==> src/rtl/ifft_pkg.sv <==
// ifft_pkg: shared sample type, SIPO state encoding and frame-limit clamp rule
package ifft_pkg;
  localparam int DEF_DATA_WIDTH = 16;
  localparam int DEF_FRAME_LENGTH = 12;
  localparam int DEF_IS_COMP = 1;
  typedef logic signed [0:DEF_IS_COMP][DEF_DATA_WIDTH-1:0] sample_t;
  typedef enum logic [1:0] {IDLE, FILL, HOLD} sipo_state_t;
  function automatic int clamp_limit(input int lim, input int frame_len);
    return (lim == 0 || lim > frame_len) ? frame_len : lim;
  endfunction
endpackage

==> src/rtl/flexsipo_ifft_frame_ctr.sv <==
// frame_ctr: write-index counter with limit latch and close detect; FLEXSIPO_REVERSE_EN reverses the index
module frame_ctr #(
  parameter int FRAME_LENGTH = 12,
  parameter int CW = $clog2(FRAME_LENGTH) + 1,
  parameter int IW = $clog2(FRAME_LENGTH)
) (
  input  logic          clk,
  input  logic          rst,
  input  logic          load_i,
  input  logic          inc_i,
  input  logic          clr_i,
  input  logic [CW-1:0] lim_i,
  output logic [CW-1:0] count_o,
  output logic [IW-1:0] idx_o,
  output logic          close_o
);
  logic [CW-1:0] count_q, lim_q, k, l;
  assign k = load_i ? '0 : count_q;
  assign l = load_i ? lim_i : lim_q;
  assign close_o = (k + CW'(1)) == l;
  assign count_o = count_q;
`ifdef FLEXSIPO_REVERSE_EN
  assign idx_o = IW'(l - k - CW'(1));
`else
  assign idx_o = IW'(k);
`endif
  always_ff @(posedge clk) begin
    if (rst || clr_i) begin
      count_q <= '0;
      lim_q <= '0;
    end else if (load_i) begin
      count_q <= CW'(1);
      lim_q <= lim_i;
    end else if (inc_i) begin
      count_q <= count_q + CW'(1);
    end
  end
endmodule

==> src/rtl/flexsipo_ifft.sv <==
// flexsipo_ifft: serial-to-parallel frame collector with valid/ready output; FLEXSIPO_REVERSE_EN restores PISO order
module flexsipo_ifft
  import ifft_pkg::*;
#(
  parameter int DATA_WIDTH = DEF_DATA_WIDTH,
  parameter int FRAME_LENGTH = DEF_FRAME_LENGTH,
  parameter int IS_COMP = DEF_IS_COMP
) (
  input  logic i_clk,
  input  logic i_rst,
  input  logic signed [0:IS_COMP][DATA_WIDTH-1:0] i_sin,
  input  logic i_valid,
  input  logic i_last,
  input  logic [$clog2(FRAME_LENGTH):0] i_limit,
  output logic signed [0:FRAME_LENGTH-1][0:IS_COMP][DATA_WIDTH-1:0] o_pout,
  output logic o_valid,
  input  logic i_ready,
  output logic [$clog2(FRAME_LENGTH):0] o_count,
  output logic o_short,
  output logic o_overflow
);
  localparam int CW = $clog2(FRAME_LENGTH) + 1;
  localparam int IW = $clog2(FRAME_LENGTH);
  sipo_state_t state_q;
  logic signed [0:FRAME_LENGTH-1][0:IS_COMP][DATA_WIDTH-1:0] frame_q, frame_d;
  logic valid_q, short_q, ovf_q, start, inc, clr, wr, cc, close;
  logic [CW-1:0] lim_in;
  logic [IW-1:0] idx;
  assign lim_in = CW'(clamp_limit(int'(i_limit), FRAME_LENGTH));
  // a new frame starts from IDLE, or from HOLD when the held frame is consumed in the same cycle
  assign start = i_valid && (state_q == IDLE || (state_q == HOLD && i_ready));
  assign inc = i_valid && state_q == FILL;
  assign clr = state_q == HOLD && i_ready && !i_valid;
  assign wr = start || inc;
  assign close = cc || i_last;
  frame_ctr #(.FRAME_LENGTH(FRAME_LENGTH), .CW(CW), .IW(IW)) u_ctr (
    .clk(i_clk),
    .rst(i_rst),
    .load_i(start),
    .inc_i(inc),
    .clr_i(clr),
    .lim_i(lim_in),
    .count_o(o_count),
    .idx_o(idx),
    .close_o(cc)
  );
  always_comb begin
    frame_d = start ? '0 : frame_q;
    if (wr) frame_d[idx] = i_sin;
  end
  always_ff @(posedge i_clk) begin
    if (i_rst) begin
      state_q <= IDLE;
      frame_q <= '0;
      valid_q <= 1'b0;
      short_q <= 1'b0;
      ovf_q <= 1'b0;
    end else begin
      frame_q <= frame_d;
      ovf_q <= ovf_q | (state_q == HOLD && i_valid && !i_ready);
      if (wr && close) begin
        state_q <= HOLD;
        valid_q <= 1'b1;
        short_q <= i_last && !cc;
      end else if (wr || clr) begin
        state_q <= wr ? FILL : IDLE;
        valid_q <= 1'b0;
        short_q <= 1'b0;
      end
    end
  end
  assign o_pout = frame_q;
  assign o_valid = valid_q;
  assign o_short = short_q;
  assign o_overflow = ovf_q;
endmodule

==> config.mk <==
export PLATFORM = sky130hd
export DESIGN_NAME = flexsipo_ifft
export DESIGN_NICKNAME = d
export VERILOG_FILES = /design/src/rtl/ifft_pkg.sv /design/src/rtl/flexsipo_ifft_frame_ctr.sv /design/src/rtl/flexsipo_ifft.sv
export SDC_FILE = /design/constraint.sdc
export NUM_CORES = 1
export LEC_CHECK = 0
export ABC_AREA = 1
export CORE_ASPECT_RATIO = 0.8
export CORE_MARGIN = 5
export CORE_UTILIZATION = 35
export DETAILED_ROUTE_END_ITERATION = 7
export PLACE_DENSITY_LB_ADDON = 0.2
export SLEW_MARGIN = 5
export SYNTH_ARGS = -nofsm -noshare
export SYNTH_HDL_FRONTEND = slang
export SYNTH_SLANG_ARGS = --single-unit
==> constraint.sdc <==
create_clock -name i_clk -period 2.88 [get_ports i_clk]
set_clock_uncertainty 0.1 [all_clocks]
set_input_delay 0.288 -clock i_clk [delete_from_list [all_inputs] [get_ports i_clk]]
set_output_delay 0.288 -clock i_clk [all_outputs]
set_load 0.005 [all_outputs]
## Word level (Yosys, flattened, before mapping)

Cells that the tools add are included.

- Register bits after elaboration: 399
- Word-level logic and storage cells: 82

- Bitwise gates (word level): 2
- Mux-type cells: 16
- Add/subtract/negate cells: 2
- $lt $le $gt $ge: 3
- Equal/unequal tests: 3
- Reductions and logical operators: 24

Operator list:

| kind | number |
|---|---|
| 384-bit 2-to-1 mux | 2 |
| 384-bit bitwise mux | 1 |
| 32-bit demux with 4-bit select | 1 |
| 32-bit 2-to-1 mux | 1 |
| 5-bit 2-to-1 mux | 3 |
| 5-bit by 1-bit adder with 5-bit output (second input constant) | 2 |
| 1-bit logical AND | 9 |
| 1-bit logical OR | 6 |
| 1-bit 2-to-1 mux | 6 |
| 5-bit equality test | 1 |
| 5-bit >= comparator (second input constant) | 1 |
| 5-bit by 4-bit greater-than comparator with 1-bit output (second input constant) | 1 |
| 5-bit logical NOT | 1 |
| 5-bit by 1-bit < comparator with 1-bit output (second input constant) | 1 |
| 4-bit inverter with 5-bit output | 1 |
| 2-bit 2-to-1 mux | 2 |
| 2-bit nonzero test | 2 |
| 2-bit OR reduction | 2 |
| 1-bit logical NOT | 3 |
| 2-bit by 1-bit equality test with 1-bit output (second input constant) | 1 |
| 2-bit equality test (second input constant) | 1 |
| 2-bit logical NOT | 1 |
| 1-bit OR | 1 |

## Depth between registers and ports, before layout

- Word-level depth: 12
- Gate-level depth with buffers: 20
- Mapped depth without buffers: 17

## Hierarchy

Synthesis repeated with hierarchy kept, for this count alone.

- Cell total of the unflattened synthesis: 2,711
- Area total of the unflattened synthesis: 17,224.0 um2

By module, submodules not included:

| module | instances | sequential area each (um2) | cells each | area each (um2) |
|---|---|---|---|---|
| flexsipo_ifft | 1 | 7,767.4 | 2,607 | 16,532.1 |
| frame_ctr | 1 | 200.2 | 104 | 691.9 |

## Least setup slack after synthesis

OpenSTA, ideal clock, no wires.

- Kind: reg2reg
- From: register state_q[1]
- To: register frame_q (netlist bit o_pout[129])
- Path slack: 76 ps
- Clock period less this slack: 2,804 ps
- Arrival: 2,618 ps
- Stages on the path, launching flop included: 16
- Cell sequence: dfxtp_1 > nand2_1 > nand2_2 > buf_2 > buf_2 > buf_1 > nand2_1 > inv_1 > ha_1 > nand3_1 > nor2_1 > nand2_2 > inv_2 > clkbuf_1 > a21oi_1 > a211oi_1

- Longest elaborated chain between the ends: 12
- Elaborated cells between the ends (all ways): 18
- Those cells by class: order compare (2); eq/ne (2); mux (6); bitwise (1); reduce/logical (7)

RTL lines:

| what | RTL line | text |
|---|---|---|
| start, declared | flexsipo_ifft.sv:24 | `sipo_state_t state_q;` |
| start signal, assigned | flexsipo_ifft.sv:66 | `state_q <= wr ? FILL : IDLE;` |
| 2-bit equality test | flexsipo_ifft.sv:31 | `assign start = i_valid && (state_q == IDLE \|\| (state_q == HOLD && i_ready));` |
| 1-bit logical AND | flexsipo_ifft.sv:31 |  |
| 1-bit logical OR | flexsipo_ifft.sv:31 |  |
| 1-bit logical AND | flexsipo_ifft.sv:31 |  |
| 5-bit 2-to-1 mux | flexsipo_ifft_frame_ctr.sv:18 | `assign k = load_i ? '0 : count_q;` |
| 4-bit inverter with 5-bit output (implied by the code) | flexsipo_ifft.sv:49 | `if (wr) frame_d[idx] = i_sin;` |
| 5-bit >= comparator (implied by the code) / 5-bit by 1-bit < comparator with 1-bit output (equally long branches) | flexsipo_ifft.sv:49 |  |
| 1-bit logical AND (implied by the code) | flexsipo_ifft.sv:49 |  |
| 32-bit 2-to-1 mux (implied by the code) | flexsipo_ifft.sv:49 |  |
| 32-bit demux with 4-bit select | flexsipo_ifft.sv:49 |  |
| 384-bit bitwise mux | flexsipo_ifft.sv:49 |  |
| 384-bit 2-to-1 mux * | flexsipo_ifft.sv:49 |  |
| end signal, assigned | flexsipo_ifft.sv:59 | `frame_q <= frame_d;` |
| end, declared | flexsipo_ifft.sv:25 | `logic signed [0:FRAME_LENGTH-1][0:IS_COMP][DATA_WIDTH-1:0] frame_q, frame_d;` |

Mark *: on every way between the ends. The rest lies on a longest branch, timed or not.
A chain may end at the register's enable or synchronous reset.

## Final worst setup path

- From: register state_q[1]
- To: register frame_q (netlist bit o_pout[138])

The elaborated chain is that of the path after synthesis.

==> metrics.txt <==
Critical Path RT=between 3 and 4 ns; EDFF count, synth=0; period utilization=0.924; Final nets=2180; Synth top area share=0.515; clock sink count=approximately 400; CP startpoint kind=flop; most common library cells after synthesis=dfxtp_1, a21oi_1, nand2_1, o21ai_0, a211oi_2; Routed WL=~65000 um; Hold Crit Class=in2reg; Area contributors post-synth=dfxtp_1, a21oi_1, a211oi_2; share of cells above drive strength 1=0.134; status=finished clean; initial cell density of the core=0.351; vias in the first global route=about 14000; routed len/inst=23.4 um; Max FO, Critical Path=94; slew margin rel.=0.298; largest net degree at the start of global routing=approximately 150; CP endpoint kind=flop; Cells after Synth=1755; max-cap violations=0; count of cell types in the netlist=31; pwr dens=approximately 600 mW/mm^2; final hold violation count=0; Setup Fix Bufs, Post-CTS=0; Inst Count DP=about 2700; Syn Nets=around 1800; Synth Warn #=0; Leak Pwr=0.00762 uW; Final Setup Violations=0; Yosys reg bits=398; post-CTS sizing=0; CTS root buf=clkbuf_16; Port Buf Inserts=roughly 430; GRT overflow=0; Worst Tran Pin Value=1.05 ns; initial DRC count=1307; total track usage=0.252; Detail Route Antenna Nets=0; CTS max path bufs=3; worst-case vdd ir drop=approximately 0.00035 V; top-count cell post-synth=dfxtp_1; CP Class=reg2reg; Placeable Area=0.0441 sq mm; leading area contributor after synthesis=dfxtp_1; CP arrival=2.99 ns; sequential cell area fraction in the yosys report=0.515; H-tree depth=2; synthesized cell area=0.0155 sq mm; Primary FF master, synth=dfxtp_1; Residual DRC=0; Area Overhead vs Synth=43.2%; Sum Neg Setup Slack=0 ns; post-route insts no fill=2770; Die Area=between 0.04 and 0.05 sq mm; first-pass GRT wire length=~93000 um; post-cts hold buffer count=0; Reg clk slew, reported paths=0.06 ns; GP Congestion=about 0.86; TritonCTS Buffers=44; unrepaired setup endpoints after global routing=no; fin. max-slew vios=0; via count=approximately 15000; Synth async-reset ratio=0; Die H=198 um; vias per cell=around 5.3; Max Freq=approximately 380 MHz; syn_area_per_cell=8.82 sq um; Die Width=245 um; Ports=between 400 and 500; floorplan row count=between 60 and 70; worst skew pair latency=approximately 0.54 ns; drt pass-1 iters=5; hpwl dp=between 40000 and 50000 um; min Tclk post-route=between 2 and 3 ns; CTS tree=built; initial antenna violation count=2
==> through the flow <==
step	cell area (sq um)	power (uW)	utilization	hold WS, ns	setup slack (ns)
finish	22200	12900	0.502	0.0540	0.219
global route	22200	13400	0.502	0.0670	0.0526
CTS	22200	13000	0.502	0.0386	0.267
detailed placement	20600	7100	0.468	0.347	-0.0227
global placement	20600	7090	0.468	0.344	0.0462
floorplan	15500	6450	-	0.332	0.0761
==> path summary, 6_finish.rpt <==
| kind | to | depth (start not counted) | start | slack [ns] |
|---|---|---|---|---|
| setup reg to reg | o_pout[138] | 6 | state_q[1] | 0.22 |
| hold / removal | o_pout[317] | 2 | i_rst | 0.05 |
| setup / recovery | o_pout[138] | 6 | state_q[1] | 0.22 |
| hold reg to reg | u_ctr.lim_q[4] | 2 | u_ctr.lim_q[4] | 0.35 |
==> area by class of cell <==
type / count / area [sq um]
fill: 4159 / 21900
clock buffer: 60 / 1260
antenna: 2 / 5.00
multi-input combinational: 1120 / 6530
sequential: 398 / 7970
clock inverter: 18 / 256
timing repair buffer: 497 / 5120
inverter: 72 / 275
tap: 603 / 754
==> placed cells by master (no fill, tap or decap), types with 5 or more instances in the layout <==
| cell type | synthesis | layout |
|---|---|---|
| clkdlybuf4s50_1 | 0 | 432 |
| dfxtp_1 | 398 | 398 |
| a21oi_1 | 385 | 385 |
| nand2_1 | 183 | 183 |
| o21ai_0 | 166 | 166 |
| a211oi_2 | 124 | 124 |
| nor2_1 | 114 | 114 |
| a211oi_1 | 69 | 69 |
| inv_1 | 60 | 59 |
| clkbuf_16 | 0 | 44 |
| nand3_1 | 42 | 42 |
| buf_4 | 5 | 40 |
| buf_12 | 0 | 24 |
| clkbuf_8 | 0 | 10 |
| inv_2 | 8 | 8 |
| clkbuf_1 | 83 | 6 |
| nor3_4 | 5 | 5 |
| nor3_1 | 5 | 5 |
| ha_1 | 5 | 5 |
| bufinv_16 | 0 | 5 |
==> metal layers <==
metal	share of wire	track usage	vias to the layer above
met5	0	0	-
li1	-	-	6900
met1	0.45	0.351	7163
met3	0.076	0.0582	91
met2	0.45	0.397	516
met4	0.024	0.0665	0
==> power breakdown <==
group	switching (uW)	internal (uW)	total (uW)	leakage, uW
combinational	893	415	1310	0.00367
sequential	71.7	5610	5680	0.00321
clock	2390	3530	5930	0.000737
==> sequential cells by signal, summed over array words and instances (netlist names) <==
| signal | flops |
|---|---|
| o_pout | 384 |
| u_ctr.count_o | 5 |
| u_ctr.lim_q | 5 |
| state_q | 2 |
| o_overflow | 1 |
| o_short | 1 |
==> critical path: stages, from the launching register on <==
cell	delay, ns
dfxtp_1	0.46
nand2_1	0.18
nand2_8	0.13
buf_4	0.29
buf_4	0.79
a21oi_1	0.21
a211oi_1	0.27
==> logic make-up (layout without fill, tap and decap cells) <==
| family | Yosys count | in the layout | synth area share |
|---|---|---|---|
| AOI/OAI and AO/OA | 748 | 748 | 0.314 |
| other | 0 | 2 | 0 |
| xor gates and xnor gates | 1 | 1 | 0.000566 |
| adders and majority gates | 5 | 5 | 0.00404 |
| buffers and inverters | 237 | 647 | 0.0648 |
| and+or+nand+nor | 366 | 366 | 0.103 |
| DFF | 398 | 398 | 0.515 |
Power figures use the tool's default switching activity.
